## src/rtl/cw305_reg_bank_ss2.sv

```systemverilog
// CW305 register bank: byte-addressed USB register file with a programmable
// trigger pulse generator, SS2 error counter and heartbeat LED.
module cw305_reg_bank_ss2 #(
  parameter int pBYTECNT_SIZE = 8,
  parameter int pADDR_WIDTH   = 32,
  parameter int pNUM_REGS     = 4,
  parameter int pREG_BYTES    = 4,
  parameter int pCNT_WIDTH    = 16,
  parameter int pLED_BIT      = 21
) (
  input  logic                                   usb_clk,
  input  logic                                   resetn,
  input  logic [pADDR_WIDTH-pBYTECNT_SIZE-1:0]   reg_address,
  input  logic [pBYTECNT_SIZE-1:0]               reg_bytecnt,
  input  logic [7:0]                             write_data,
  output logic [7:0]                             read_data,
  input  logic                                   reg_read,
  input  logic                                   reg_write,
  input  logic                                   reg_addrvalid,
  input  logic                                   ss2_error,
  output logic                                   trig_out,
  output logic                                   io3,
  output logic                                   user_led
);

  localparam int AW  = pADDR_WIDTH - pBYTECNT_SIZE;
  localparam int CB  = pCNT_WIDTH / 8;
  localparam int HBW = pLED_BIT + 1;

  localparam logic [AW-1:0] A_IDENT  = AW'(32'h00);
  localparam logic [AW-1:0] A_CTRL   = AW'(32'h01);
  localparam logic [AW-1:0] A_DELAY  = AW'(32'h02);
  localparam logic [AW-1:0] A_WIDTH  = AW'(32'h03);
  localparam logic [AW-1:0] A_ERR    = AW'(32'h04);
  localparam logic [AW-1:0] A_STATUS = AW'(32'h05);
  localparam logic [AW-1:0] A_SCR    = AW'(32'h10);

  localparam logic [pCNT_WIDTH-1:0] CNT_ZERO = {pCNT_WIDTH{1'b0}};
  localparam logic [pCNT_WIDTH-1:0] CNT_ONE  = pCNT_WIDTH'(32'd1);
  localparam logic [pCNT_WIDTH-1:0] CNT_MAX  = {pCNT_WIDTH{1'b1}};

  typedef enum logic [1:0] {
    ST_IDLE  = 2'd0,
    ST_DELAY = 2'd1,
    ST_PULSE = 2'd2
  } state_t;

  state_t                  state_r;
  logic [pCNT_WIDTH-1:0]   cnt_r;
  logic [pCNT_WIDTH-1:0]   width_lat_r;
  logic                    trig_out_r;
  logic [pCNT_WIDTH-1:0]   trig_delay_r;
  logic [pCNT_WIDTH-1:0]   trig_width_r;
  logic                    led_en_r;
  logic                    io3_r;
  logic [pCNT_WIDTH-1:0]   err_count_r;
  logic                    err_sticky_r;
  logic                    err_prev_r;
  logic [HBW-1:0]          hb_r;
  logic                    user_led_r;
  logic [7:0]              scratch_r [pNUM_REGS][pREG_BYTES];

  logic                    wr_s;
  logic [31:0]             byte_s;
  logic [AW-1:0]           scr_off_s;
  logic                    scr_hit_s;
  logic                    ctrl_wr_s;
  logic                    go_s;
  logic                    clr_s;
  logic                    err_edge_s;
  logic                    led_en_nxt_s;
  logic [HBW-1:0]          hb_nxt_s;
  logic [pCNT_WIDTH-1:0]   err_count_nxt_s;
  logic                    err_sticky_nxt_s;
  logic [7:0]              rd_s;
  logic                    unused_s;

  assign unused_s = reg_read;

  // Selects one byte of a counter-width register; out-of-range bytes read 0.
  function automatic logic [7:0] cnt_byte(input logic [pCNT_WIDTH-1:0] v,
                                          input logic [31:0] idx);
    logic [7:0] r;
    r = 8'h00;
    for (int b = 0; b < CB; b++) begin
      r = r | ((idx == 32'(b)) ? v[b*8 +: 8] : 8'h00);
    end
    return r;
  endfunction

  // Address decode and strobes shared by write, read and control paths.
  always_comb begin
    wr_s       = reg_write & reg_addrvalid;
    byte_s     = 32'(reg_bytecnt);
    scr_off_s  = reg_address - A_SCR;
    scr_hit_s  = (reg_address >= A_SCR) && (scr_off_s < AW'(pNUM_REGS));
    ctrl_wr_s  = wr_s && (reg_address == A_CTRL) && (byte_s == 32'd0);
    go_s       = ctrl_wr_s & write_data[0];
    clr_s      = ctrl_wr_s & write_data[3];
    err_edge_s = ss2_error & ~err_prev_r;
  end

  // Next values for the error counter, LED enable and heartbeat.
  always_comb begin
    led_en_nxt_s     = ctrl_wr_s ? write_data[1] : led_en_r;
    hb_nxt_s         = hb_r + HBW'(32'd1);
    err_count_nxt_s  = err_count_r;
    err_sticky_nxt_s = err_sticky_r;
    if (clr_s) begin
      // A clear racing an error edge still records that edge.
      err_count_nxt_s  = err_edge_s ? CNT_ONE : CNT_ZERO;
      err_sticky_nxt_s = err_edge_s;
    end else if (err_edge_s) begin
      err_count_nxt_s  = (err_count_r == CNT_MAX) ? err_count_r : err_count_r + CNT_ONE;
      err_sticky_nxt_s = 1'b1;
    end else begin
      err_count_nxt_s  = err_count_r;
      err_sticky_nxt_s = err_sticky_r;
    end
  end

  // Software-writable registers: control, trigger timing and scratch bytes.
  always_ff @(posedge usb_clk) begin
    if (!resetn) begin
      led_en_r     <= 1'b0;
      io3_r        <= 1'b0;
      trig_delay_r <= CNT_ZERO;
      trig_width_r <= CNT_ZERO;
      for (int r = 0; r < pNUM_REGS; r++) begin
        for (int b = 0; b < pREG_BYTES; b++) begin
          scratch_r[r][b] <= 8'h00;
        end
      end
    end else begin
      led_en_r <= led_en_nxt_s;
      if (ctrl_wr_s) begin
        io3_r <= write_data[2];
      end
      for (int b = 0; b < CB; b++) begin
        if (wr_s && (reg_address == A_DELAY) && (byte_s == 32'(b))) begin
          trig_delay_r[b*8 +: 8] <= write_data;
        end
        if (wr_s && (reg_address == A_WIDTH) && (byte_s == 32'(b))) begin
          trig_width_r[b*8 +: 8] <= write_data;
        end
      end
      for (int r = 0; r < pNUM_REGS; r++) begin
        for (int b = 0; b < pREG_BYTES; b++) begin
          if (wr_s && scr_hit_s && (scr_off_s == AW'(r)) && (byte_s == 32'(b))) begin
            scratch_r[r][b] <= write_data;
          end
        end
      end
    end
  end

  // Error edge detection, counter, heartbeat and LED drive.
  always_ff @(posedge usb_clk) begin
    if (!resetn) begin
      err_prev_r   <= 1'b0;
      err_count_r  <= CNT_ZERO;
      err_sticky_r <= 1'b0;
      hb_r         <= {HBW{1'b0}};
      user_led_r   <= 1'b0;
    end else begin
      err_prev_r   <= ss2_error;
      err_count_r  <= err_count_nxt_s;
      err_sticky_r <= err_sticky_nxt_s;
      hb_r         <= hb_nxt_s;
      // Built from next values so the LED tracks the registers without lag.
      user_led_r   <= led_en_nxt_s ? hb_nxt_s[pLED_BIT] : err_sticky_nxt_s;
    end
  end

  // Trigger FSM; width is latched at go so mid-run writes affect the next run.
  always_ff @(posedge usb_clk) begin
    if (!resetn) begin
      state_r     <= ST_IDLE;
      cnt_r       <= CNT_ZERO;
      width_lat_r <= CNT_ZERO;
      trig_out_r  <= 1'b0;
    end else begin
      case (state_r)
        ST_IDLE: begin
          trig_out_r <= 1'b0;
          if (go_s && (trig_width_r != CNT_ZERO)) begin
            state_r     <= ST_DELAY;
            cnt_r       <= trig_delay_r;
            width_lat_r <= trig_width_r;
          end
        end
        ST_DELAY: begin
          if (cnt_r == CNT_ZERO) begin
            state_r    <= ST_PULSE;
            cnt_r      <= width_lat_r - CNT_ONE;
            trig_out_r <= 1'b1;
          end else begin
            cnt_r <= cnt_r - CNT_ONE;
          end
        end
        ST_PULSE: begin
          if (cnt_r == CNT_ZERO) begin
            state_r    <= ST_IDLE;
            trig_out_r <= 1'b0;
          end else begin
            cnt_r <= cnt_r - CNT_ONE;
          end
        end
        default: begin
          state_r    <= ST_IDLE;
          trig_out_r <= 1'b0;
        end
      endcase
    end
  end

  // Combinational read mux.
  always_comb begin
    rd_s = 8'h00;
    if (reg_addrvalid) begin
      case (reg_address)
        A_IDENT:  rd_s = (byte_s == 32'd0) ? 8'h5E :
                         (byte_s == 32'd1) ? 8'(pNUM_REGS) : 8'h00;
        A_CTRL:   rd_s = (byte_s == 32'd0) ? {5'b00000, io3_r, led_en_r, 1'b0} : 8'h00;
        A_DELAY:  rd_s = cnt_byte(trig_delay_r, byte_s);
        A_WIDTH:  rd_s = cnt_byte(trig_width_r, byte_s);
        A_ERR:    rd_s = cnt_byte(err_count_r, byte_s);
        A_STATUS: rd_s = (byte_s == 32'd0) ?
                         {6'b000000, err_sticky_r, (state_r != ST_IDLE)} : 8'h00;
        default: begin
          for (int r = 0; r < pNUM_REGS; r++) begin
            for (int b = 0; b < pREG_BYTES; b++) begin
              rd_s = rd_s | ((scr_hit_s && (scr_off_s == AW'(r)) && (byte_s == 32'(b))) ?
                             scratch_r[r][b] : 8'h00);
            end
          end
        end
      endcase
    end else begin
      rd_s = 8'h00;
    end
  end

  assign read_data = rd_s;
  assign trig_out  = trig_out_r;
  assign io3       = io3_r;
  assign user_led  = user_led_r;

endmodule

```

## config.mk

```make
export PLATFORM = sky130hd
export DESIGN_NAME = cw305_reg_bank_ss2
export DESIGN_NICKNAME = d
export VERILOG_FILES = /design/src/rtl/cw305_reg_bank_ss2.sv
export SDC_FILE = /design/constraint.sdc
export NUM_CORES = 1
export LEC_CHECK = 0
export CAP_MARGIN = 20
export CORE_ASPECT_RATIO = 1.25
export CORE_MARGIN = 1
export CORE_UTILIZATION = 55
export DETAILED_ROUTE_END_ITERATION = 7
export HOLD_SLACK_MARGIN = 0.05
export PLACE_DENSITY = 0.73
export SYNTH_ARGS = -nofsm -noshare
export SYNTH_HDL_FRONTEND = slang
export SYNTH_SLANG_ARGS = --single-unit
```

## constraint.sdc

```tcl
create_clock -name usb_clk -period 4.3 [get_ports usb_clk]
set_input_delay 0.43 -clock usb_clk [delete_from_list [all_inputs] [get_ports usb_clk]]
set_output_delay 0.43 -clock usb_clk [all_outputs]
set_load 0.1 [all_outputs]
```

Word level (Yosys, flattened, before mapping)
Memory sizes are Yosys's and may differ from the RTL's.
Cells that the tools add are included.

storage, ports and cells
  bits in registers = 110
  RAM bits = 128
  word-level logic and storage cells = 259
  output and inout bits = 11
  memories = 1
  input bits = 46

memories
  name       depth  bits a word  rd ports  clocked after Yosys merged registers in  wr ports  RTL line  source
  scratch_r  4      32           4         0                                        4         61        logic [7:0] scratch_r [pNUM_REGS][pREG_BYTES];

cells by class
  $lt $le $gt $ge = 2
  $add $sub $neg = 5
  equal/unequal tests = 19
  bitwise gates (word level) = 39
  muxes and demuxes = 112
  reductions and logical operators = 66

operators with widths
  operator                                                                       count
  8-bit 2-to-1 mux                                                               39
  8-bit OR                                                                       18
  24-bit by 2-bit equality test with 1-bit output, second input constant         4
  16-bit 2-to-1 mux                                                              6
  1-bit 2-to-1 mux                                                               56
  1-bit logical AND                                                              51
  24-bit by 1-bit equality test with 1-bit output, second input constant         2
  24-bit by 3-bit equality test with 1-bit output, second input constant         2
  24-bit logical NOT                                                             2
  16-bit one-hot mux with 3 select lines                                         1
  8-bit one-hot mux with 6 select lines                                          1
  32-bit logical NOT                                                             1
  16-bit by 1-bit subtractor with 16-bit output, second input constant           2
  24-bit by 5-bit >= comparator with 1-bit output, second input constant         1
  24-bit by 3-bit less-than comparator with 1-bit output, second input constant  1
  24-bit by 5-bit subtractor with 24-bit output, second input constant           1
  22-bit by 1-bit adder with 22-bit output, second input constant                1
  16-bit by 1-bit adder with 16-bit output, second input constant                1
  16-bit equality test, second input constant                                    1
  8-bit by 2-bit equality test with 1-bit output, second input constant          2
  16-bit logical NOT                                                             1
  1-bit OR                                                                       16
  16-bit nonzero test                                                            1
  2-bit != test, second input constant                                           5
  other kinds (16)                                                               27

Depth between registers and ports, before layout
  word-level depth = 23
  mapped depth = 9
  depth with buffers taken out = 8

Worst setup path after synthesis
No wires, ideal clock.

  kind = in2out
  from = input port reg_bytecnt[3]
  to = output port read_data[1]
  required time = 3.870 ns
  arrival time = 4.395 ns
  path buffers = 3
  slack = -0.525 ns
  stages on the path = 7
  cell sequence = or4_1 -> buf_2 -> nor2_1 -> clkbuf_1 -> clkbuf_1 -> a31oi_1 -> a311oi_1

between the ends
  word-level cells in the longest chain between the ends = 20
  elaborated cells on any way between the ends = 65
  those cells by class = 3 x eq/ne; 27 x mux; 18 x bitwise; 17 x reduce/logical

RTL lines
  item                                                                                         RTL line  source
  start: declaration                                                                           14        input logic [pBYTECNT_SIZE-1:0] reg_bytecnt,
  32-bit logical NOT / 8-bit by 1-bit equality test with 1-bit output (equally long branches)  n/a
  1-bit logical AND                                                                            233       rd_s = rd_s | ((scr_hit_s && (scr_off_s == AW'(r)) && (byte_s == 32'(b))) ?
  8-bit 2-to-1 mux                                                                             233
  8-bit OR (15 in series)                                                                      233
  8-bit one-hot mux with 6 select lines *                                                      221       case (reg_address)
  8-bit 2-to-1 mux *                                                                           220       if (reg_addrvalid) begin
  end: declaration                                                                             16        output logic [7:0] read_data,

Mark *: on every way between the ends. The rest lies on a longest branch, timed or not.

Final worst setup path
  from = input port reg_address[12]
  to = output port read_data[5]

between the ends
  word-level cells in the longest chain between the ends = 23
  elaborated cells on any way between the ends = 67
  those cells by class = 1 x add/sub; 2 x order compare; 8 x eq/ne; 18 x mux; 15 x bitwise; 23 x reduce/logical

RTL lines
  item                                                    RTL line  source
  start: declaration                                      13        input logic [pADDR_WIDTH-pBYTECNT_SIZE-1:0] reg_address,
  24-bit by 5-bit subtractor with 24-bit output           95        scr_off_s = reg_address - A_SCR;
  24-bit by 3-bit less-than comparator with 1-bit output  96        scr_hit_s = (reg_address >= A_SCR) && (scr_off_s < AW'(pNUM_REGS));
  1-bit logical AND                                       96
  1-bit logical AND (2 in series)                         233
  8-bit 2-to-1 mux                                        233
  8-bit OR (15 in series)                                 233
  8-bit one-hot mux with 6 select lines *                 221
  8-bit 2-to-1 mux *                                      220

Marked as above.

==> metrics <==
met3 usage=3.76%; final setup TNS=0 ns; GPL Wtd Cong=0.938; grt peak-use layer=met2; crit-path max FO=10; RSZ-0062 raised after global routing=false; FP Rows=60; share of cells above drive strength 1=13.2%; fin crit share=91.9%; largest net degree at the start of global routing=46; footprint of the multi-input gates=5720 µm²; Net Sw Power=0.00110 W; Tightest Pin Transition=0.964 ns; WL/cell=23.1 µm; Worst Skew=0.00769 ns; Fmax=253 MHz; Layout Area Growth over Synthesis=15.8%; Final #Nets=1267; peak supply drop=0.000294 V; met1 usage=38.4%; clk buf depth=3; initial DRC count=880; Synth warnings=0; Hold Buf Count CTS=0; Async SR Flop Fraction=0%; Mapped Area=12100 µm²; Yosys reg bits=238; sequential fraction of the synthesis area=49.8%; Hold Crit Class=flop to flop; critical path arrival=3.52 ns; net count after synthesis=1204; CTS tree=yes; final instance area=14100 µm²; GR Util All Layers=31.1%; total CTS buffers=24; Post-route DRC=0; post-synth cell types=74; clk root buf=clkbuf_16; initial antenna violation count=1; Seq pwr share=50.5%; Register Area=6050 µm²; internal power=0.00381 W; max-cap violation count=0; clock group share of total power=42.9%; IO Pins=57; CTS resizes=0; headroom to the max-slew limit=35.6%; CP endpoint kind=primary output; Fillers=1762; Antenna Nets Post-Route=0; Sw Ratio=22.4%; 1st-pass router iterations=6; Clock Sinks=238; outcome=finished clean; Die W=135 µm; pwr/cell area=349 nW/µm²; area of the core=21600 µm²; final setup vio count=0; setup bufs post-CTS=0; vias in the first global route=9304; startpoint types=primary input; DR vias=9767; H-tree levels=1; placed cell area=13300 µm²; FF-to-FF path depth=8; post-route minimum period=3.95 ns; max-slew violations=0; Setup CP Type=primary input to primary output; Req. time, crit path=3.87 ns; Main synth FF type=edfxtp_1; clk slew on worst S/H paths=0.06 ns; number of flops mapped to enable cells by yosys=128; Synth area leaders=edfxtp_1, dfxtp_1, mux2i_1; first-pass GRT wire length=53500 µm; syn_area_per_cell=10.6 µm²; I/O Buffers=55; Synth area leader=edfxtp_1; final hold vios=0; hold depth=1; drt via density=6.47; Post-Synthesis Cells=1150; top-area cell type share of the netlist area=31.6%; Overflow after GRT=0; Comb pwr share=6.6%; Clk Latency, worst-skew pair=0.52 ns; met2 Usage GRT=53.4%; Vert. Die Dim=168 µm; Detailed Place HPWL=25300 µm; Starting Density=56.2%; leak pwr=5.01 nW; final WL=34800 µm; die area=22700 µm²
==> synthesized netlist by cell type, types with 7 or more instances <==
library cell and n:
mux2i_1 82, nand3_1 47, nor4_1 60, ha_1 8, nand2_1 52, nor2b_1 8, clkbuf_1 56, xnor2_1 27
and3_1 29, xor2_1 31, dfxtp_1 110, inv_1 23, nor3_1 23, o22ai_1 8, o211ai_1 8, o221ai_1 8
edfxtp_1 128, and4_1 7, nand4_1 32, nor2_1 130, o32ai_1 7, a211oi_1 20, nand2b_1 9, a22oi_1 11
nor4b_1 8, o21ai_0 37, mux4_2 20, and2_1 14, or4_1 8, a21oi_1 28, buf_2 14
==> worst paths after layout <==
check	startpoint	endpoint	slack (ns)
max	reg_address[12]	read_data[5]	0.35
min reg2reg	hb_r[0]	hb_r[0]	0.47
max reg2reg	cnt_r[0]	cnt_r[3]	1.54
min	hb_r[0]	hb_r[0]	0.47
==> cell usage in the layout (no fill, tap or decap), types with 10 or more instances in the layout <==
| cell | count |
|---|---|
| o21ai_0 | 37 |
| a22oi_1 | 11 |
| and2_1 | 14 |
| nand3_1 | 47 |
| xnor2_1 | 27 |
| nor4_1 | 60 |
| mux2i_1 | 82 |
| mux4_2 | 20 |
| a21oi_1 | 28 |
| a211oi_1 | 19 |
| buf_12 | 10 |
| edfxtp_1 | 128 |
| nor2_1 | 130 |
| nor3_1 | 23 |
| and3_1 | 29 |
| clkdlybuf4s50_1 | 45 |
| nand4_1 | 32 |
| dfxtp_1 | 110 |
| inv_1 | 23 |
| xor2_1 | 31 |
| nand2_1 | 52 |
| clkbuf_16 | 25 |
| buf_4 | 55 |
==> critical path, cell delays in order <==
cell,delay [ns]
clkdlybuf4s50_1,0.59
nor4_2,0.36
and4_1,0.54
and3_1,0.31
nor2_1,0.09
o41ai_1,0.77
a21oi_1,0.19
buf_12,0.23
==> cell families (layout without fill, tap and decap cells) <==
kind of cell | count (synthesis) | after routing | synth area share [%]
flops | 238 | 238 | 49.8
fa+ha+maj | 8 | 8 | 0.824
xor+xnor | 58 | 58 | 4.18
simple gates | 471 | 471 | 21.6
mux | 108 | 108 | 11.0
other cells | 0 | 1 | 0
compound gates | 168 | 168 | 9.38
buf+inv | 99 | 179 | 3.23
==> layer usage <==
layer  vias to the layer above  routed length (µm)
li1                       4499                   -
met1                      4700               13400
met2                       455               17100
met3                       113                2470
met4                         0                1820
met5                         -                   0
==> power groups by stage <==
stage	combinational (W)	clock, W	sequential, W
finish	0.000322	0.00211	0.00248
detailed placement	0.000318	0	0.00253
global placement	0.000316	0	0.00252
CTS	0.000320	0.00213	0.00248
floorplan	0.000167	0	0.00252
global route	0.000338	0.00221	0.00249
==> area by class of cell <==
| type | instances | share of cell area [%] |
|---|---|---|
| Antenna cell | 1 | 0.0178 |
| Clock buffer | 32 | 4.85 |
| Clock inverter | 11 | 0.773 |
| Inverter | 24 | 0.640 |
| Multi-Input combinational cell | 813 | 40.7 |
| Sequential cell | 238 | 43.0 |
| Tap cell | 279 | 2.48 |
| Timing Repair Buffer | 112 | 7.63 |
==> through the flow <==
| step | power, W | hold WS, ns | setup WS [ns] | instances | util, % |
|---|---|---|---|---|---|
| 2_1_floorplan | 0.00269 | 0.426 | 0.290 | 1150 | - |
| 3_3_place_gp | 0.00284 | 0.437 | 0.470 | 1466 | 61.4 |
| 3_5_place_dp | 0.00285 | 0.451 | 0.475 | 1466 | 61.4 |
| 4_1_cts | 0.00493 | 0.475 | 0.468 | 1509 | 65.1 |
| 5_1_grt | 0.00503 | 0.491 | 0.274 | 1509 | 65.1 |
| 6_report | 0.00492 | 0.466 | 0.347 | 1510 | 65.1 |
==> flip-flops by register name (all words and copies together), names as in the netlist <==
register,flops
cnt_r,16
err_count_r,16
err_prev_r,1
err_sticky_r,1
hb_r,22
io3,1
led_en_r,1
scratch_r,128
state_r,2
trig_delay_r,16
trig_out,1
trig_width_r,16
user_led,1
width_lat_r,16
Power figures use the tool's default switching activity.
